===== src/rtl/rm_pkg.sv =====
// Shared types for the Simple RISC Machine branch path: condition codes,
// branch FSM states and bit positions inside the {N, V, Z} status word.
package rm_pkg;

    typedef enum logic [2:0] {
        COND_B   = 3'b000,
        COND_BEQ = 3'b001,
        COND_BNE = 3'b010,
        COND_BLT = 3'b011,
        COND_BLE = 3'b100
    } cond_t;

    typedef enum logic [1:0] {
        IDLE   = 2'd0,
        EVAL   = 2'd1,
        COMMIT = 2'd2
    } br_state_t;

    localparam int ST_N = 2;
    localparam int ST_V = 1;
    localparam int ST_Z = 0;

endpackage


===== src/rtl/pc_branch_unit_if.sv =====
// Strobe/status bundle between the control FSM (master) and the PC/branch unit (slave).
interface pc_branch_unit_if #(
    parameter int PC_W = 9
);
    logic            reset_pc;
    logic            load_pc;
    logic            load_bpc;
    logic [2:0]      cond;
    logic [15:0]     sximm8;
    logic            loads;
    logic [2:0]      status_in;
    logic [PC_W-1:0] pc;
    logic [2:0]      status;
    logic            br_busy;
    logic            br_done;
    logic            br_taken;

    modport master (
        output reset_pc, load_pc, load_bpc, cond, sximm8, loads, status_in,
        input  pc, status, br_busy, br_done, br_taken
    );

    modport slave (
        input  reset_pc, load_pc, load_bpc, cond, sximm8, loads, status_in,
        output pc, status, br_busy, br_done, br_taken
    );
endinterface


===== src/rtl/pc_branch_unit_branch_cond.sv =====
// Combinational branch-condition decoder: (cond, N, V, Z) -> taken.
// Codes 101-111 are reserved and never taken.
module branch_cond
    import rm_pkg::*;
(
    input  logic [2:0] cond,
    input  logic       n,
    input  logic       v,
    input  logic       z,
    output logic       taken
);
    always_comb begin
        taken = 1'b0;
        case (cond)
            COND_B:   taken = 1'b1;
            COND_BEQ: taken = z;
            COND_BNE: taken = ~z;
            COND_BLT: taken = n ^ v;
            COND_BLE: taken = (n ^ v) | z;
            default:  taken = 1'b0;
        endcase
    end
endmodule


===== src/rtl/pc_branch_unit.sv =====
// Program counter, status flags and a three-edge branch resolver
// (IDLE -> EVAL -> COMMIT) driven by the control FSM strobes.
module pc_branch_unit
    import rm_pkg::*;
#(
    parameter int PC_W = 9
) (
    input  logic                  clk,
    input  logic                  reset,
    pc_branch_unit_if.slave       bus
);
    br_state_t       state_reg;
    logic [PC_W-1:0] pc_reg;
    logic [2:0]      status_reg;
    logic [2:0]      cond_reg;
    logic [PC_W-1:0] offset_reg;
    logic [2:0]      snap_reg;
    logic [PC_W-1:0] target_reg;
    logic            taken_reg;
    logic            taken_next;
    logic            unused_offset_hi;

    // Offset bits above PC_W cannot influence a wrapped PC_W-bit target.
    assign unused_offset_hi = ^bus.sximm8[15:PC_W];

    branch_cond u_branch_cond (
        .cond  (cond_reg),
        .n     (snap_reg[ST_N]),
        .v     (snap_reg[ST_V]),
        .z     (snap_reg[ST_Z]),
        .taken (taken_next)
    );

    always_ff @(posedge clk or negedge reset) begin
        if (!reset) begin
            state_reg  <= IDLE;
            pc_reg     <= '0;
            status_reg <= '0;
            cond_reg   <= '0;
            offset_reg <= '0;
            snap_reg   <= '0;
            target_reg <= '0;
            taken_reg  <= 1'b0;
        end else begin
            if (bus.loads)
                status_reg <= bus.status_in;

            // reset_pc aborts any in-flight branch without touching br_taken.
            if (bus.reset_pc) begin
                pc_reg    <= '0;
                state_reg <= IDLE;
            end else begin
                case (state_reg)
                    IDLE: begin
                        if (bus.load_pc)
                            pc_reg <= pc_reg + PC_W'(1);
                        if (bus.load_bpc) begin
                            cond_reg   <= bus.cond;
                            offset_reg <= bus.sximm8[PC_W-1:0];
                            snap_reg   <= status_reg;
                            state_reg  <= EVAL;
                        end
                    end
                    EVAL: begin
                        taken_reg  <= taken_next;
                        target_reg <= pc_reg + offset_reg;
                        state_reg  <= COMMIT;
                    end
                    COMMIT: begin
                        if (taken_reg)
                            pc_reg <= target_reg;
                        state_reg <= IDLE;
                    end
                    default: state_reg <= IDLE;
                endcase
            end
        end
    end

    assign bus.pc       = pc_reg;
    assign bus.status   = status_reg;
    assign bus.br_busy  = (state_reg != IDLE);
    assign bus.br_done  = (state_reg == COMMIT);
    assign bus.br_taken = taken_reg;
endmodule


===== src/flat_wrapper.sv =====
// flat-port wrapper written by rule: the top's interface ports become plain ports
module pc_branch_unit_flat import rm_pkg::*;
#(
    parameter int PC_W = 9
)
  (clk, reset, bus_reset_pc, bus_load_pc, bus_load_bpc, bus_cond, bus_sximm8, bus_loads, bus_status_in, bus_pc, bus_status, bus_br_busy, bus_br_done, bus_br_taken);
  pc_branch_unit_if #(.PC_W(PC_W)) bus_i ();
  input  logic clk;
  input  logic reset;
  input wire logic [$bits(bus_i.reset_pc)-1:0] bus_reset_pc;
  input wire logic [$bits(bus_i.load_pc)-1:0] bus_load_pc;
  input wire logic [$bits(bus_i.load_bpc)-1:0] bus_load_bpc;
  input wire logic [$bits(bus_i.cond)-1:0] bus_cond;
  input wire logic [$bits(bus_i.sximm8)-1:0] bus_sximm8;
  input wire logic [$bits(bus_i.loads)-1:0] bus_loads;
  input wire logic [$bits(bus_i.status_in)-1:0] bus_status_in;
  output wire logic [$bits(bus_i.pc)-1:0] bus_pc;
  output wire logic [$bits(bus_i.status)-1:0] bus_status;
  output wire logic [$bits(bus_i.br_busy)-1:0] bus_br_busy;
  output wire logic [$bits(bus_i.br_done)-1:0] bus_br_done;
  output wire logic [$bits(bus_i.br_taken)-1:0] bus_br_taken;
  assign bus_i.reset_pc = bus_reset_pc;
  assign bus_i.load_pc = bus_load_pc;
  assign bus_i.load_bpc = bus_load_bpc;
  assign bus_i.cond = bus_cond;
  assign bus_i.sximm8 = bus_sximm8;
  assign bus_i.loads = bus_loads;
  assign bus_i.status_in = bus_status_in;
  assign bus_pc = bus_i.pc;
  assign bus_status = bus_i.status;
  assign bus_br_busy = bus_i.br_busy;
  assign bus_br_done = bus_i.br_done;
  assign bus_br_taken = bus_i.br_taken;
  pc_branch_unit #(.PC_W(PC_W)) u_core (.clk(clk), .reset(reset), .bus(bus_i));
endmodule

===== config.mk =====
export PLATFORM = sky130hd
export DESIGN_NAME = pc_branch_unit_flat
export DESIGN_NICKNAME = d
export VERILOG_FILES = /design/src/rtl/rm_pkg.sv /design/src/rtl/pc_branch_unit_if.sv /design/src/rtl/pc_branch_unit_branch_cond.sv /design/src/rtl/pc_branch_unit.sv /design/src/flat_wrapper.sv
export SDC_FILE = /design/constraint.sdc
export NUM_CORES = 1
export LEC_CHECK = 0
export CORE_MARGIN = 8
export CORE_UTILIZATION = 50
export DETAILED_ROUTE_END_ITERATION = 8
export GPL_ROUTABILITY_DRIVEN = 0
export GPL_TIMING_DRIVEN = 0
export MAX_ROUTING_LAYER = met4
export PLACE_DENSITY_LB_ADDON = 0.08
export SLEW_MARGIN = 40
export SYNTH_ARGS = -nofsm -noshare
export SYNTH_HDL_FRONTEND = slang
export SYNTH_HIERARCHICAL = 1
export SYNTH_SLANG_ARGS = --single-unit
export TNS_END_PERCENT = 30

===== constraint.sdc =====
create_clock -name clk -period 2.5 [get_ports clk]
set_input_delay 0.5 -clock clk [delete_from_list [all_inputs] [get_ports clk]]
set_output_delay 0.5 -clock clk [all_outputs]
set_load 0.05 [all_outputs]

==> After elaboration in Yosys (flattened, before gate mapping) <==
Cells that the tools add are included.
{ "totals": {"out_inout_bits": 15, "word_cells": 38, "inputBits": 28, "register_bits": 39} }
{ "op_classes": {"add_sub_neg": 2, "mux": 8, "n_reduce_logical": 7, "eq_ne": 9, "bitwise_logic": 4} }
{ "op_table": {"columns": ["cell", "n"], "rows": [
  ["$mux 9", 3],
  ["$pmux 9 s2", 1],
  ["$add 9x1->9 const B", 1],
  ["$add 9x9->9", 1],
  ["$eq 3x2->1 const B", 2],
  ["$ne 3x3->1 const B", 2],
  ["$reduce_and 3->1", 2],
  ["$pmux 1 s5", 1],
  ["$mux 2", 2],
  ["$pmux 2 s2", 1],
  ["$eq 3x1->1 const B", 1],
  ["$eq 3x3->1 const B", 1],
  ["$logic_not 3->1", 1],
  ["$ne 3x2->1 const B", 1],
  ["$reduce_bool 3->1", 1],
  ["$eq 2x1->1 const B", 1],
  ["$eq 2x2->1 const B", 1],
  ["$logic_not 2->1", 1],
  ["$not 1->1", 2],
  ["$reduce_and 2->1", 1],
  ["$reduce_bool 2->1", 1],
  ["$or 1x1->1", 1],
  ["$xor 1x1->1", 1]
]} }

==> Depth between registers and ports, before layout <==
Gate-level depths: netlist of run 1.
{ "logic_depth": {"depth_word": 4, "ltp_mapped": 6, "ltp_nobuf": 6} }

==> Cells and area by module <==
The synthesis of run 1 kept the hierarchy.
{ "by_module_without_submodules": {"columns": ["module", "seq_area_each_um2", "cells_each", "area_per_inst_um2", "n_inst"], "rows": [
  ["pc_branch_unit", 975.9, 191, 2097.0, 1],
  ["branch_cond", 0.0, 6, 55.1, 1]
]} }

==> Least setup slack after synthesis of run 1 <==
OpenSTA, ideal clock, no wires.
{ "synth_path": {"path_type": "flip-flop to flip-flop", "start": "register u_core.pc_reg[0] (netlist: u_core/bus.pc[0])", "end": "register u_core.target_reg[8]", "period_less_slack_ps": 2120, "n_path_buf": 0, "setup_time_ps": 95, "t_arrival_ps": 2025, "t_required_ps": 2405, "path_stages_with_launch": 7, "setup_slack_ps": 380, "path_cell_list": "dfrtp_1 -> ha_1 -> fa_1 -> a211oi_1 -> o211a_1 -> nor3_1 -> o31ai_1"} }
{ "synth_via": {"elab_chain_len": 1} }
{ "synth_rtl": {"columns": ["item", "line_no", "rtl"], "rows": [
  ["from (decl)", "pc_branch_unit.sv:13", "logic [PC_W-1:0] pc_reg;"],
  ["from (signal assigned)", "pc_branch_unit.sv:56", "pc_reg <= pc_reg + PC_W'(1);"],
  ["from (signal assigned)", "pc_branch_unit.sv:71", "pc_reg <= target_reg;"],
  ["$add 9x9->9", "pc_branch_unit.sv:66", "target_reg <= pc_reg + offset_reg;"],
  ["to (signal assigned)", "pc_branch_unit.sv:66", null],
  ["to (decl)", "pc_branch_unit.sv:18", "logic [PC_W-1:0] target_reg;"]
]} }
No other way between the ends.
A chain may end at the register's enable or synchronous reset.

==> Worst setup path after layout of run 1 <==
{ "layout_path": {"start": "register u_core.state_reg[1]", "end": "output port bus_br_done"} }
{ "layout_via": {"elab_chain_len": 1} }
{ "layout_rtl": {"columns": ["item", "line_no", "rtl"], "rows": [
  ["from (decl)", "pc_branch_unit.sv:12", "br_state_t state_reg;"],
  ["from (signal assigned)", "pc_branch_unit.sv:36", "state_reg <= IDLE;"],
  ["from (signal assigned)", "pc_branch_unit.sv:51", "state_reg <= IDLE;"],
  ["from (signal assigned)", "pc_branch_unit.sv:61", "state_reg <= EVAL;"],
  ["$eq 2x2->1", "pc_branch_unit.sv:83", "assign bus.br_done = (state_reg == COMMIT);"],
  ["to (decl)", "flat_wrapper.sv:20", "output wire logic [$bits(bus_i.br_done)-1:0] bus_br_done;"]
]} }
No other way between the ends.

==> results.json, run 1 <==
{
  "synthMuxAreaShare_pct": 13.1,
  "hpwl_um": 3690,
  "drt_pre_antenna_iters": 4,
  "initial_core_util_pct": 50.5,
  "synth_cells": 197,
  "die_w_um": 81.6,
  "top_layer_used": "met4",
  "dieHeight_um": 81.6,
  "fin_hold_ws_ns": 0.160,
  "cts_tree": "built",
  "final.fill_count": 348,
  "cp.required_ns": 2.00,
  "core_um2": 4260,
  "vias": 1721,
  "ys_async_sr_fraction_pct": 100,
  "routedWlPerCell_um": 16.5,
  "synthTopCellsByArea": "dfrtp_1 45%, mux2_4 7.0%, ha_1 5.2%",
  "antenna_found_initial": 0,
  "synth_xor_area_share_pct": 2.03,
  "num_antenna_cells": 0,
  "synth_fp_nets": 235,
  "start_kind": "flop",
  "clk_latency_ns": 0.29,
  "drc": 0,
  "r2r-start": "u_core/bus.pc[0]",
  "finalSetupViolCount": 0,
  "status": "completed",
  "yosys.area_share.adder_pct": 6.16,
  "groute.usage.overall_pct": 16.7,
  "crit_path_cell_trace": "nor2b_1, clkbuf_1, clkbuf_2",
  "reg2reg_depth": 6,
  "cellLeakagePower_uw": 0.00117,
  "ys_ff_latch": 39,
  "ys.flop_type": "dfrtp_1",
  "max_slew_margin_pct": 66.4,
  "rsz0062_at_grt": "false",
  "drive_gt1_share_pct": 15.8,
  "cts_buffers": 5,
  "hp-class": "in -> async",
  "critPathMaxFanout": 10,
  "finClkSkew_ns": 0.00260,
  "syn_avg_cell_area_um2": 10.9,
  "synth_top_area_cell": "dfrtp_1",
  "synth-compound-area-share_pct": 16.7,
  "final_common_cell": "dfrtp_1",
  "dp_cells": 284,
  "met3WireLength_um": 268,
  "layout.nets": 277,
  "fin_tns_setup_ns": 0,
  "r2r_slack_ns": 0.34,
  "worst-setup-path-type": "reg -> out",
  "grt_pass1_vias": 1795,
  "via_per_inst": 5.89,
  "endpoint_kind": "output pin",
  "dp_slack_ns": 0.0495,
  "cts_setup_buffers": 0,
  "synth_top_area_share_pct": 45.3,
  "fmax_mhz": 446,
  "root_buffer": "clkbuf_8",
  "grt_overflow": 0,
  "worst_slack_ns": 0.256,
  "seq_area_frac_synth_pct": 45.3,
  "synth.distinct_cells": 46,
  "yosysWarnings": 6,
  "critPathArrivalTime_ns": 1.74,
  "fin_crit_sh_pct": 89.8,
  "path_clk_slew_ns": 0.08,
  "drt_iter0_drc": 107,
  "synth_edf_count": 0,
  "pin_count": 43,
  "grt_pass1_wl_um": 8380,
  "htree_levels": 2,
  "antenna_left": 0,
  "synth_simple_gate_area_share_pct": 13.7,
  "wl_met1_um": 2060,
  "synth_top_family_by_area": "compound AO/OA/AOI/OAI gates",
  "synth_area_um2": 2150,
  "finalHoldViolCount": 0,
  "port_buffers": 35,
  "cts.sinks": 39,
  "fin_cells": 292,
  "drv_slew": 0,
  "routed_wl_um": 4830,
  "ir_drop_uv": 394,
  "r2r_end": "u_core/target_reg[6]",
  "most-common-layout-cells": "39 x dfrtp_1, 33 x clkdlybuf4s50_1, 19 x nand2_1",
  "cpMaxStageDelayCell": "dfrtp_1",
  "wl_met2_um": 2400,
  "die_area_um2": 6660,
  "p_per_area_nw_per_um2": 744,
  "fin_crit_ns": 2.24,
  "max-clock-path-buffers": 2,
  "tightestPinTransition_ns": 0.503,
  "maxCapViolations": 0,
  "num_rows": 24,
  "syn2layout_area_growth_pct": 24.2,
  "slowest_delay_ns": 0.41,
  "grt_max_degree": 40
}
-- where the power goes --
part	total, µW	internal (µW)	switching (µW)
clock network	528	297	231
logic	591	282	309
registers	870	757	112
-- cell usage after synthesis, types with 2 or more instances --
master     number
o2bb2ai_1       3
and3_1          2
o211ai_1        2
nand2_1        19
buf_2           4
nor4_1          4
o21bai_1        2
nand3_1         3
nor2b_1         2
ha_1            9
a21oi_1        13
clkbuf_1        3
mux2_4         10
mux2_2         10
o21a_1          3
dfrtp_1        39
inv_1           3
a211oi_1        2
nor2_1          5
o21ai_0        17
mux2i_1         2
xnor2_1         4
a21o_1          3
nor3b_1         3
nor3_1          7
o31ai_1         3
-- area by class of cell --
type                       count  area, µm²  share of cell area, %
timing repair buffer          35        343                   12.8
clock inverter                 3       43.8                   1.64
sequential                    39        976                   36.5
clock buffer                   5       68.8                   2.57
multi-input combinational    147       1110                   41.7
inverter                       3       11.3                  0.421
buffer                         8       51.3                   1.92
tap                           52       65.1                   2.43
-- how the worst max path moves through the flow --
stage,from,to,depth (start not counted)
5_1_grt,u_core/state_reg[1],bus_br_done,3
4_1_cts,u_core/state_reg[1],bus_br_done,3
2_1_floorplan,u_core/bus.pc[0],u_core/target_reg[8],6
6_report,u_core/state_reg[1],bus_br_done,3
3_3_place_gp,reset,u_core/offset_reg[5],1
3_5_place_dp,u_core/state_reg[1],bus_br_done,3
-- what timing repair did --
item,4_1_cts,5_1_grt
hold buffers,0,0
setup endpoints to repair,1,1
resized for setup,1,2
-- critical path, delay by kind of cell, from the launching register on --
family	cells	cell delay, ns
buffers and inverters	2	0.75
DFF	1	0.41
and+or+nand+nor	1	0.29
-- per-stage QoR --
stage / area (µm²) / total power (µW) / util (%)
2_1_floorplan: 2150 / 1270 / -
6_report: 2670 / 1990 / 62.7
3_5_place_dp: 2560 / 1470 / 60.2
3_3_place_gp: 2570 / 1440 / 60.2
5_1_grt: 2670 / 2110 / 62.7
4_1_cts: 2680 / 2010 / 62.8
-- kinds of logic after synthesis --
family | after synthesis
DFF | 39
adders and majority gates | 10
AOI/OAI and AO/OA | 56
xor gates and xnor gates | 5
muxes | 22
and+or+nand+nor | 54
buffers and inverters | 11
-- per-layer routing --
layer | up-vias | global-route usage (%)
li1 | 813 | -
met1 | 837 | 19.4
met2 | 60 | 26.8
met3 | 11 | 3.50
met4 | 0 | 8.07
met5 | - | -
Power figures use the tool's default switching activity.
==> run 2: changes to the inputs <==
--- a/config.mk
+++ b/config.mk
@@ -12,6 +12,7 @@
 export GPL_TIMING_DRIVEN = 0
 export MAX_ROUTING_LAYER = met4
 export PLACE_DENSITY_LB_ADDON = 0.08
+export SKIP_CTS_REPAIR_TIMING = 1
 export SLEW_MARGIN = 40
 export SYNTH_ARGS = -nofsm -noshare
 export SYNTH_HDL_FRONTEND = slang
==> run 2 against run 1 <==
  * Sequential share of layout area did not move
  * Wire length decreased by 0.29%
  * Power hardly changed
  * Non-clock buffer count unchanged
  * Largest cell class unchanged
  * Largest power group unchanged
==> results.json, run 2 (same netlist as run 1, synthesis figures left out) <==
{
  "drive_gt1_share_pct": 15.8,
  "final_common_cell": "dfrtp_1",
  "cts_buffers": 5,
  "finClkSkew_ns": 0.00281,
  "cts_tree": "built",
  "htree_levels": 2,
  "tightestPinTransition_ns": 0.503,
  "design_area_um2": 2670,
  "routedWlPerCell_um": 16.5,
  "pin_count": 43,
  "endpoint_kind": "output pin",
  "initial_core_util_pct": 50.5,
  "grt_pass1_vias": 1795,
  "finalSetupViolCount": 0,
  "drt_iter0_drc": 107,
  "syn2layout_area_growth_pct": 24.2,
  "grt_max_degree": 40,
  "critPathArrivalTime_ns": 1.74,
  "antenna_left": 0,
  "start_kind": "flop",
  "p_total_uw": 1990,
  "routed_wl_um": 4820,
  "path_clk_slew_ns": 0.08,
  "worst-setup-path-type": "reg -> out",
  "fin_crit_sh_pct": 89.4,
  "drc": 0,
  "most-common-layout-cells": "39 x dfrtp_1, 33 x clkdlybuf4s50_1, 19 x nand2_1",
  "fmax_mhz": 447,
  "root_buffer": "clkbuf_8",
  "dieHeight_um": 81.6,
  "drv_slew": 0,
  "die_area_um2": 6660,
  "fin_tns_setup_ns": 0,
  "critPathMaxFanout": 10,
  "cp.required_ns": 2.00,
  "groute.usage.overall_pct": 16.7,
  "finalHoldViolCount": 0,
  "maxCapViolations": 0,
  "hpwl_um": 3690,
  "port_buffers": 35,
  "drt_pre_antenna_iters": 4,
  "rsz0062_at_grt": "false",
  "status": "completed",
  "antenna_found_initial": 0,
  "core_um2": 4260,
  "layout.nets": 277,
  "clk_latency_ns": 0.29,
  "die_w_um": 81.6,
  "ir_drop_uv": 394,
  "via_per_inst": 5.89,
  "max-clock-path-buffers": 2,
  "num_rows": 24,
  "p_per_area_nw_per_um2": 744,
  "grt_overflow": 0,
  "cts.sinks": 39,
  "post_dp_cell_area_um2": 2560,
  "hp-class": "in -> async",
  "vias": 1721,
  "grt_pass1_wl_um": 8380,
  "num_antenna_cells": 0,
  "cellLeakagePower_uw": 0.00117,
  "max_slew_margin_pct": 66.4,
  "fin_crit_ns": 2.24
}
==> run 2: cell counts in the layout (fill, tap and decap cells not counted) <==
No cell type changed its count.
==> run 2: path summary, 6_finish.rpt <==
check / end / startpoint / cells past startpoint / slack [ns]
setup / recovery: bus_br_done / u_core/state_reg[1] / 3 / 0.26
max in group asynchronous: u_core/offset_reg[4] / reset / 1 / 2.01
setup reg to reg: u_core/target_reg[6] / u_core/bus.pc[0] / 6 / 0.34
hold reg to reg: u_core/target_reg[2] / u_core/target_reg[2] / 2 / 0.50
hold / removal: u_core/bus.pc[0] / reset / 1 / 0.16
min in group clk: u_core/target_reg[2] / u_core/target_reg[2] / 2 / 0.50
==> run 2: critical path, stage by stage, from the launching register on <==
cell	delay, ns
dfrtp_1	0.41
nor2b_1	0.28
clkbuf_1	0.39
clkbuf_2	0.36
==> run 2: metal layers <==
layer / vias up / track usage (%) / part of all wire (%)
met5: - / - / 0
met4: 0 / 8.07 / 2.1
met3: 11 / 3.50 / 4.1
met2: 43 / 26.8 / 50
met1: 855 / 19.4 / 44
li1: 812 / - / -
==> run 2: cell type report <==
cell class	count	area [µm²]
Fill cell	349	1590
Multi-Input combinational cell	147	1110
Sequential cell	39	976
Timing Repair Buffer	35	343
Clock buffer	5	68.8
Tap cell	52	65.1
Buffer	8	51.3
Clock inverter	3	43.8
Inverter	3	11.3
==> run 2: power by group <==
part           switching, µW  internal [µW]  total (µW)
clock                    231            297         529
sequential               112            757         869
combinational            309            282         591
==> run 2: stage by stage <==
stage	utilization (%)	setup WS, ns	hold WS [ns]	std cells
floorplan	-	0.380	0.204	197
global placement	60.2	0.0438	0.473	284
detailed placement	60.2	0.0495	0.481	284
CTS	62.8	-0.283	0.178	292
global route	62.7	0.0863	0.199	292
finish	62.7	0.265	0.160	292
==> run 3: changes to the inputs <==
--- a/config.mk
+++ b/config.mk
@@ -10,6 +10,7 @@
 export DETAILED_ROUTE_END_ITERATION = 8
 export GPL_ROUTABILITY_DRIVEN = 0
 export GPL_TIMING_DRIVEN = 0
+export HOLD_SLACK_MARGIN = 0.06
 export MAX_ROUTING_LAYER = met4
 export PLACE_DENSITY_LB_ADDON = 0.08
 export SKIP_CTS_REPAIR_TIMING = 1
==> constraint.sdc (replaced) <==
create_clock -name clk -period 2.5 [get_ports clk]
set_input_delay 0.25 -clock clk [delete_from_list [all_inputs] [get_ports clk]]
set_output_delay 0.25 -clock clk [all_outputs]
set_load 0.05 [all_outputs]
==> run 3 against run 2 <==
  * Sequential power is essentially flat
  * Highest routed layer unchanged
  * Sequential cell count stayed put
  * Non-clock buffer count up 1
  * Clock skew is 0.00055 ns higher
  * Clock power about the same
  * Worst setup slack better by 0.083 ns
  * Utilization rose by 0.41 points
  * Maximum frequency up 3.9%
  * Largest cell class unchanged
==> results.json, run 3 (same netlist as run 1, synthesis figures left out) <==
{
  "worst_slack_ns": 0.348,
  "fin_cells": 293,
  "vias": 1710,
  "clock_power_share_pct": 26.5,
  "path_clk_slew_ns": 0.08,
  "antenna_found_initial": 0,
  "syn2layout_area_growth_pct": 25.0,
  "fin_crit_ns": 2.15,
  "most-common-layout-cells": "39 x dfrtp_1, 33 x clkdlybuf4s50_1, 19 x nand2_1",
  "hpwl_um": 3690,
  "cts_buffers": 5,
  "drv_slew": 0,
  "drive_gt1_share_pct": 15.4,
  "drc": 0,
  "clk_latency_ns": 0.29,
  "num_rows": 24,
  "ff_latch_area_um2": 976,
  "sw_frac_of_total_pct": 32.7,
  "die_w_um": 81.6,
  "grt_max_degree": 40,
  "dp_cells": 284,
  "ir_drop_uv": 394,
  "num_antenna_cells": 0,
  "groute.usage.overall_pct": 16.7,
  "p_comb_share_pct": 29.8,
  "fin_tns_setup_ns": 0,
  "grt_overflow": 0,
  "grt_pass1_wl_um": 8380,
  "final_common_cell": "dfrtp_1",
  "root_buffer": "clkbuf_8",
  "endpoint_kind": "flop",
  "internal-power_uw": 1340,
  "drt_pre_antenna_iters": 4,
  "max_slew_margin_pct": 66.4,
  "grt_pass1_vias": 1795,
  "p_per_area_nw_per_um2": 739,
  "pin_count": 43,
  "seqPwrFrac_pct": 43.7,
  "core_um2": 4260,
  "fin_hold_ws_ns": 0.453,
  "initial_core_util_pct": 50.5,
  "p_total_uw": 1990,
  "layout.nets": 278,
  "dp_slack_ns": 0.299,
  "final.fill_count": 348,
  "worst-setup-path-type": "reg -> reg",
  "routedWlPerCell_um": 16.4,
  "critPathMaxFanout": 7,
  "die_area_um2": 6660,
  "finalHoldViolCount": 0,
  "rsz0062_at_grt": "false",
  "finClkSkew_ns": 0.00336,
  "hp-class": "in -> async",
  "fmax_mhz": 465,
  "cp.required_ns": 2.66,
  "maxCapViolations": 0,
  "via_per_inst": 5.84,
  "status": "completed",
  "critPathArrivalTime_ns": 2.32,
  "finalSetupViolCount": 0,
  "dieHeight_um": 81.6,
  "max-clock-path-buffers": 2,
  "port_buffers": 35,
  "htree_levels": 2,
  "cts_tree": "built",
  "p_sw_uw": 650,
  "antenna_left": 0,
  "start_kind": "flop",
  "cellLeakagePower_uw": 0.00119,
  "fin_crit_sh_pct": 86.1,
  "routed_wl_um": 4790,
  "drt_iter0_drc": 99,
  "cts.sinks": 39,
  "reg2reg_depth": 6,
  "multi_input_area_um2": 1110,
  "tightestPinTransition_ns": 0.503
}
run 3: cell types whose count changed in the layout (fill, tap and decap cells not counted):
cell and delta:
dlygate4sd3_1 +1, clkbuf_2 -1, dlymetal6s2s_1 +1
run 3: critical path, cell delays in order, from the launching register on:
cell and delay, ns:
dfrtp_1 0.48, ha_1 0.29, fa_1 0.43, a211oi_1 0.38, o21ai_0 0.20, xnor2_1 0.17, o21ai_0 0.09
run 3: final cells by class:
cell class                 instances  area share, %
inverter                           3          0.419
multi-input combinational        147           41.4
buffer                             8           1.91
timing repair buffer              36           13.4
clock inverter                     3           1.63
clock buffer                       5           2.56
sequential                        39           36.3
tap                               52           2.42
run 3: metrics by stage:
step	util [%]	cell area (µm²)
finish	63.1	2690
global route	63.1	2690
CTS	62.8	2680
detailed placement	60.2	2560
global placement	60.2	2570
floorplan	-	2150
run 3: path summary, 6_finish.rpt:
path                                           start                   end  slack (ns)
max in group asynchronous                      reset  u_core/offset_reg[4]        1.72
worst max-delay path                u_core/bus.pc[0]  u_core/target_reg[6]        0.35
worst min register to register  u_core/target_reg[4]  u_core/target_reg[4]        0.50
min in group clk                u_core/target_reg[4]  u_core/target_reg[4]        0.50
worst min-delay path                           reset      u_core/bus.pc[4]        0.45
worst max register to register      u_core/bus.pc[0]  u_core/target_reg[6]        0.35
run 3: routing by layer:
metal | vias to the layer above | GRT usage, % | share of wire [%]
met5 | - | - | 0
met4 | 0 | 8.07 | 2.7
met3 | 14 | 3.50 | 4.2
met2 | 42 | 26.8 | 49
met1 | 840 | 19.4 | 44
li1 | 814 | - | -
run 3: power by group through the flow:
stage	clock network [µW]	logic, µW	registers [µW]
after floorplan	0	348	926
after global placement	0	569	874
after detailed placement	0	590	882
after CTS	543	595	869
after global routing	572	655	887
final	526	593	869
